--- src/rtl/mult_div_unit.sv ---
// Iterative 32-cycle multiply/divide unit with architectural HI/LO registers.
// Multiply is shift-add on magnitudes; divide is restoring shift-subtract on magnitudes.
// Signs are fixed up in a final cycle.
module mult_div_unit #(
  parameter int unsigned WIDTH = 32
) (
  input  logic             clk,
  input  logic             rst,
  input  logic [WIDTH-1:0] opA,
  input  logic [WIDTH-1:0] opB,
  input  logic [1:0]       op,
  input  logic             start,
  input  logic             hiWe,
  input  logic             loWe,
  input  logic [WIDTH-1:0] wrData,
  output logic [WIDTH-1:0] hi,
  output logic [WIDTH-1:0] lo,
  output logic             busy,
  output logic             done
);

  localparam int unsigned CntW = $clog2(WIDTH);
  localparam logic [CntW-1:0] LastCnt = CntW'(WIDTH - 1);

  typedef enum logic [1:0] {StIdle, StRun, StFin} state_t;

  state_t             state, stateNext;
  logic [CntW-1:0]    count;
  logic               isDiv, negRes, negRem, divZero;
  logic [WIDTH-1:0]   operand;   // multiplicand magnitude or divisor magnitude
  logic [WIDTH-1:0]   origA;     // raw dividend, returned in HI on divide by zero
  logic [2*WIDTH-1:0] acc;       // mult: {partial, multiplier}; div: {remainder, dividend/quotient}
  logic [WIDTH-1:0]   hiReg, loReg;
  logic               doneReg;

  logic               signA, signB;
  logic [WIDTH-1:0]   absA, absB;
  logic [WIDTH:0]     mulSum;
  logic [2*WIDTH-1:0] mulNext;
  logic [WIDTH:0]     remShift, remNew;
  logic               canSub;
  logic [2*WIDTH-1:0] divNext;
  logic [2*WIDTH-1:0] prodFix;
  logic [WIDTH-1:0]   quotFix, remFix;
  logic [WIDTH-1:0]   finHi, finLo;

  assign busy = (state != StIdle);
  assign done = doneReg;
  assign hi   = hiReg;
  assign lo   = loReg;

  // Operand magnitudes; op[0]=0 selects the signed variants. abs(0x80000000) stays 2^31.
  always_comb begin
    signA = ~op[0] & opA[WIDTH-1];
    signB = ~op[0] & opB[WIDTH-1];
    absA  = signA ? (~opA + 1'b1) : opA;
    absB  = signB ? (~opB + 1'b1) : opB;
  end

  // One iteration of shift-add and of restoring shift-subtract.
  always_comb begin
    mulSum   = {1'b0, acc[2*WIDTH-1:WIDTH]} + (acc[0] ? {1'b0, operand} : '0);
    mulNext  = {mulSum, acc[WIDTH-1:1]};
    remShift = {acc[2*WIDTH-1:WIDTH], acc[WIDTH-1]};
    canSub   = (remShift >= {1'b0, operand});
    remNew   = canSub ? (remShift - {1'b0, operand}) : remShift;
    divNext  = {remNew[WIDTH-1:0], acc[WIDTH-2:0], canSub};
  end

  // Sign correction and final result selection.
  always_comb begin
    prodFix = negRes ? (~acc + 1'b1) : acc;
    quotFix = negRes ? (~acc[WIDTH-1:0] + 1'b1) : acc[WIDTH-1:0];
    remFix  = negRem ? (~acc[2*WIDTH-1:WIDTH] + 1'b1) : acc[2*WIDTH-1:WIDTH];
    finHi   = prodFix[2*WIDTH-1:WIDTH];
    finLo   = prodFix[WIDTH-1:0];
    if (isDiv) begin
      if (divZero) begin
        finHi = origA;
        finLo = '1;
      end else begin
        finHi = remFix;
        finLo = quotFix;
      end
    end
  end

  // FSM state register.
  always_ff @(posedge clk) begin
    if (rst) begin
      state <= StIdle;
    end else begin
      state <= stateNext;
    end
  end

  // FSM next-state logic.
  always_comb begin
    stateNext = state;
    case (state)
      StIdle:  if (start) stateNext = StRun;
      StRun:   if (count == LastCnt) stateNext = StFin;
      StFin:   stateNext = StIdle;
      default: stateNext = StIdle;
    endcase
  end

  // Datapath, HI/LO and done pulse.
  always_ff @(posedge clk) begin
    if (rst) begin
      count   <= '0;
      isDiv   <= 1'b0;
      negRes  <= 1'b0;
      negRem  <= 1'b0;
      divZero <= 1'b0;
      operand <= '0;
      origA   <= '0;
      acc     <= '0;
      hiReg   <= '0;
      loReg   <= '0;
      doneReg <= 1'b0;
    end else begin
      doneReg <= 1'b0;
      case (state)
        StIdle: begin
          if (start) begin
            isDiv   <= op[1];
            negRes  <= signA ^ signB;
            negRem  <= signA;
            divZero <= (opB == '0);
            origA   <= opA;
            count   <= '0;
            acc     <= {{WIDTH{1'b0}}, (op[1] ? absA : absB)};
            operand <= op[1] ? absB : absA;
          end else begin
            if (hiWe) hiReg <= wrData;
            if (loWe) loReg <= wrData;
          end
        end
        StRun: begin
          acc   <= isDiv ? divNext : mulNext;
          count <= count + 1'b1;
        end
        StFin: begin
          hiReg   <= finHi;
          loReg   <= finLo;
          doneReg <= 1'b1;
        end
        default: ;
      endcase
    end
  end

endmodule

--- config.mk ---
export PLATFORM = sky130hd
export DESIGN_NAME = mult_div_unit
export DESIGN_NICKNAME = d
export VERILOG_FILES = /design/src/rtl/mult_div_unit.sv
export SDC_FILE = /design/constraint.sdc
export NUM_CORES = 1
export LEC_CHECK = 0
export ABC_CLOCK_PERIOD_IN_PS = 6700
export CORE_MARGIN = 3
export CORE_UTILIZATION = 63
export DETAILED_ROUTE_END_ITERATION = 12
export HOLD_SLACK_MARGIN = 0.06
export PLACE_DENSITY = 0.87
export SYNTH_ARGS = -nofsm -noshare
export SYNTH_HDL_FRONTEND = slang
export SYNTH_SLANG_ARGS = --single-unit
--- constraint.sdc ---
create_clock -name clk -period 6.7 [get_ports clk]
set_input_delay 1.34 -clock clk [delete_from_list [all_inputs] [get_ports clk]]
set_output_delay 1.34 -clock clk [all_outputs]
set_load 0.005 [all_outputs]
[Yosys cells after proc, flatten, opt, wreduce, memory -nomap -nowiden]
Cells that the tools add are included.
Cells by class
  add/sub/neg operators: 8
  bitwise operators: 9
  muxes and demuxes: 28
  order comparisons: 1
  reduce and logical (&&, ||, !) cells: 10
  equal/unequal tests: 8
Operators by type and width (number)
  $mux 32: 16
  $mux 64: 3
  $add 32x1->32 const B: 4
  $not 32->32: 4
  $pmux 32 s2: 2
  $pmux 64 s2: 1
  $add 64x1->64 const B: 1
  $not 64->64: 1
  $add 32x32->33: 1
  $ge 33x32->1: 1
  $logic_not 32->1: 1
  $sub 32x32->32: 1
  $ne 2x2->1 const B: 5
  $pmux 5 s2: 1
  $reduce_and 2->1: 3
  $reduce_and 3->1: 2
  $reduce_bool 2->1: 3
  $add 5x1->5 const B: 1
  $eq 5x5->1 const B: 1
  $mux 5: 1
  $mux 2: 2
  $pmux 2 s2: 1
  $and 1x1->1: 2
  $eq 2x1->1 const B: 1
  5 further kinds: 5
Word-level totals
  word-level logic and storage cells: 76
  register bits: 204
  input port bits: 103
  output and inout port bits: 66

[Logic depth before layout (Yosys ltp)]
  word-level depth: 6
  gate-level depth with buffers: 14
  mapped depth without buffers: 13

[Least setup slack after synthesis]
No wires, ideal clock.
  path kind: input-to-reg
  from: input port opB[0]
  to: register acc[28]
  stages on the path: 12
  arrival: 3.889 ns
  setup slack: 2.689 ns
  data required time: 6.578 ns
  setup time: 0.122 ns
  buffers on the path: 1
  cells stage by stage: inv_1 -> ha_1 -> or3b_1 -> or4_1 -> or3_1 -> buf_2 -> or4_4 -> o21ai_2 -> xnor2_1 -> nor2_1 -> a21oi_1 -> a221o_1
Between the ends
  cells in the longest elaborated chain, start to end: 6
RTL lines
  start: declaration: line 10  | input logic [WIDTH-1:0] opB,
  $not 32->32: line 57  | absB = signB ? (~opB + 1'b1) : opB;
  $add 32x1->32: line 57
  $mux 32: line 57
  $mux 32: line 133  | acc <= {{WIDTH{1'b0}}, (op[1] ? absA : absB)};
  $mux 64: line 126  | if (start) begin
  $pmux 64 s2: line 124  | case (state)
  end signal: assignment: line 133
  end signal: assignment: line 141  | acc <= isDiv ? divNext : mulNext;
  end: declaration: line 32  | logic [2*WIDTH-1:0] acc;
No other way between the ends. The select of a mux whose other input is x is not followed.
A chain may end at the register's enable or synchronous reset.

[Final worst setup path]
  from: register acc[0]
  to: register acc[59]
Between the ends
  cells in the longest elaborated chain, start to end: 4
RTL lines
  $mux 32: line 62  | mulSum = {1'b0, acc[2*WIDTH-1:WIDTH]} + (acc[0] ? {1'b0, operand} : '0);
  $add 32x32->33: line 62
  $mux 64: line 141
  $pmux 64 s2: line 124
No other way between the ends.

==> impl_metrics.tcl <==
set metrics [dict create \
    drcViolationCount 0 \
    ys_top_cells_by_count "nand2_1 (279), a21oi_1 (239), nor2_1 (232)" \
    max_cap_violations 0 \
    hold_class "reg2reg" \
    ys_seq_area_share_pct 24.37 \
    cp_max_fo 30 \
    clock_latency_ns 0.55 \
    synth_edf_count 0 \
    wl_per_cell_um 24.74 \
    required_ns 7.13 \
    min_period_over_period_pct 68.40 \
    holdBufCountCts 0 \
    outcome "finished clean" \
    rsz0062_at_grt "false" \
    fin_skew_ns 0.02740 \
    num_io_pins 169 \
    tns_ns 0 \
    finalCriticalPeriod_ns 4.583 \
    grt_use_total_pct 44.66 \
    finalInstanceArea_mm2 0.01914 \
    setup.worst_path.start "acc[0]" \
    syn-num-nets 2498 \
    fmax_mhz 218.2 \
    tightest_slew_ns 0.9785 \
    ant_nets 0 \
    row_count 59 \
    syn-cell-area_mm2 0.01676 \
    slowest_delay_ns 0.67 \
    path_cells "inv_1 -> buf_4 -> nor2_1 -> ha_1 -> nor2b_1 -> o2111ai_1 -> nor4bb_1 -> o21ai_0 -> nand3_1 -> o21ai_0 -> o311ai_0 -> nor3b_1 -> o41ai_1" \
    dieHeight_um 169.1 \
    clkSinkCount 204 \
    post_cts_resized 0 \
    critPathKind "reg2reg" \
    yosysMostFrequentCell "nand2_1" \
    h-tree-depth 1 \
    port_buffers 168 \
    synthArstFlopShare_pct 0 \
    end_kind "flop" \
    synthTopCellsByArea "dfxtp_1 (24%), a21oi_1 (7.1%), nand2_1 (6.2%)" \
    peakVddDrop_v 0.0002033 \
    num_vias 19020 \
    slew_headroom_pct 34.76 \
    syn_to_final_growth_pct 14.22 \
    cts_tree "built" \
    rrSetupSlack_ns 2.12 \
    yosysTopAreaCell "dfxtp_1" \
    synth_seq_cells 204 \
    cts_root_buf "clkbuf_16" \
    cts-buffers-inserted 23 \
    setup_viol 0 \
    grt_overflow_total 0 \
    n_antenna_cell 0 \
    first_global_vias 17250 \
    synth_ff_type "dfxtp_1" \
    cts_max_path_buffers 3 \
    dr.pass1.iters 12 \
    avgViaCountPerCell 7.027 \
    powerDensity_mw_per_mm2 206.5 \
    crit_slowest_cell "o311ai_0" \
    cpMostUsedCell "o21ai_0" \
    start_kind "flop" \
    grt_pass1_wl_mm 100.9 \
    r2r-start "acc[0]" \
    core_mm2 0.02613 \
    grt_max_degree 81 \
    nets 2530 \
    finalWirelength_mm 66.98 \
    postCtsSetupBuffers 0 \
    dp_hpwl_mm 49.97 \
    netlist-cell-type-count 75 \
    synth_top_area_share_pct 24.37 \
    drtIter0Drc 2958 \
    initial_core_util_pct 64.13 \
    syn_inst 2323 \
    routabilityCongestion 1.065 \
    drive_gt1_share_pct 4.511 \
    path_clk_slew_ns 0.06 \
    syn_area_per_cell_um2 7.214 \
    fp.dieW_um 169.1 \
    power_mw 3.953 \
    arrival_ns 5.01 \
    finalHoldViolations 0 \
    min-delay-start "operand[11]" \
    placed_cell_area_mm2 0.01838 \
    slew_viol_final 0 \
    yosys_warnings 0 \
    antenna_found_initial 0 \
    die_area_mm2 0.02859 \
    power.leakage_nw 7.133 \
]
-- kinds of logic after synthesis --
| logic type | share of synthesized area [%] |
|---|---|
| AND/OR/NAND/NOR | 20.99 |
| adder cells (fa/ha/maj) | 5.465 |
| flip-flops | 24.37 |
| buffers and inverters | 5.928 |
| multiplexers | 3.539 |
| XOR/XNOR | 9.198 |
| AO/OA/AOI/OAI | 30.51 |
-- layout make-up --
cell class / instances / area (um^2)
Multi-Input combinational cell: 1856 / 11710
Fill cell: 2100 / 6992
Sequential cell: 204 / 4088
Timing Repair Buffer: 196 / 1884
Clock buffer: 29 / 638.1
Tap cell: 335 / 419.2
Inverter: 74 / 277.8
Clock inverter: 13 / 122.6
-- power breakdown --
part,internal [mW],switching (mW),leakage [nW],total (mW)
clock,0.722,0.581,0.367,1.30
combinational,0.464,0.764,5.09,1.23
sequential,1.29,0.130,1.67,1.42
total,2.48,1.47,7.13,3.95
-- path summary, 6_finish.rpt --
check	to	depth (start not counted)
worst max-delay path	acc[59]	13
worst min-delay path	operand[11]	2
worst max register to register	acc[59]	13
worst min register to register	operand[11]	2
-- routing by layer --
layer	share of wire (%)	GRT usage [%]
met1	39	60.76
met5	0.18	3.130
met4	6.3	22.58
met2	42	65.40
met3	13	11.21
-- placed cells by master (no fill, tap or decap), drive strengths merged, types with 44 or more instances in the layout --
cell / synthesis / layout
nand2: 279 / 279
a21oi: 239 / 239
nor2: 232 / 232
dfxtp: 204 / 204
clkdlybuf4s50: 0 / 166
o21ai: 131 / 131
xnor2: 111 / 111
a211oi: 95 / 95
inv: 74 / 75
ha: 70 / 70
xor2: 65 / 65
mux2i: 57 / 57
o211ai: 48 / 48
nand3: 46 / 46
nor3: 44 / 44
-- per-stage QoR --
step / utilization, % / hold WS (ns) / setup slack [ns] / instances
5_1_grt: 73.25 / 0.4702 / 1.854 / 2707
4_1_cts: 73.25 / 0.4519 / 2.322 / 2707
2_1_floorplan: - / 0.4312 / 2.689 / 2323
3_3_place_gp: 70.33 / 0.4401 / 1.969 / 2665
3_5_place_dp: 70.33 / 0.4438 / 1.862 / 2665
6_report: 73.25 / 0.4528 / 2.117 / 2707
-- critical path, delay by kind of cell (launching register included) --
family          cells  cell delay [ns]
flops               1             0.62
compound gates      5             1.96
fa+ha+maj           1             0.28
buf+inv             2             0.41
simple gates        5             1.20
-- flip-flops by register name, summed over array words and instances (netlist names) --
name / count
acc: 64
negRes: 1
lo: 32
operand: 32
count: 5
isDiv: 1
done: 1
state: 2
negRem: 1
hi: 32
divZero: 1
origA: 32
No activity file was read; power rests on OpenSTA's default activity.
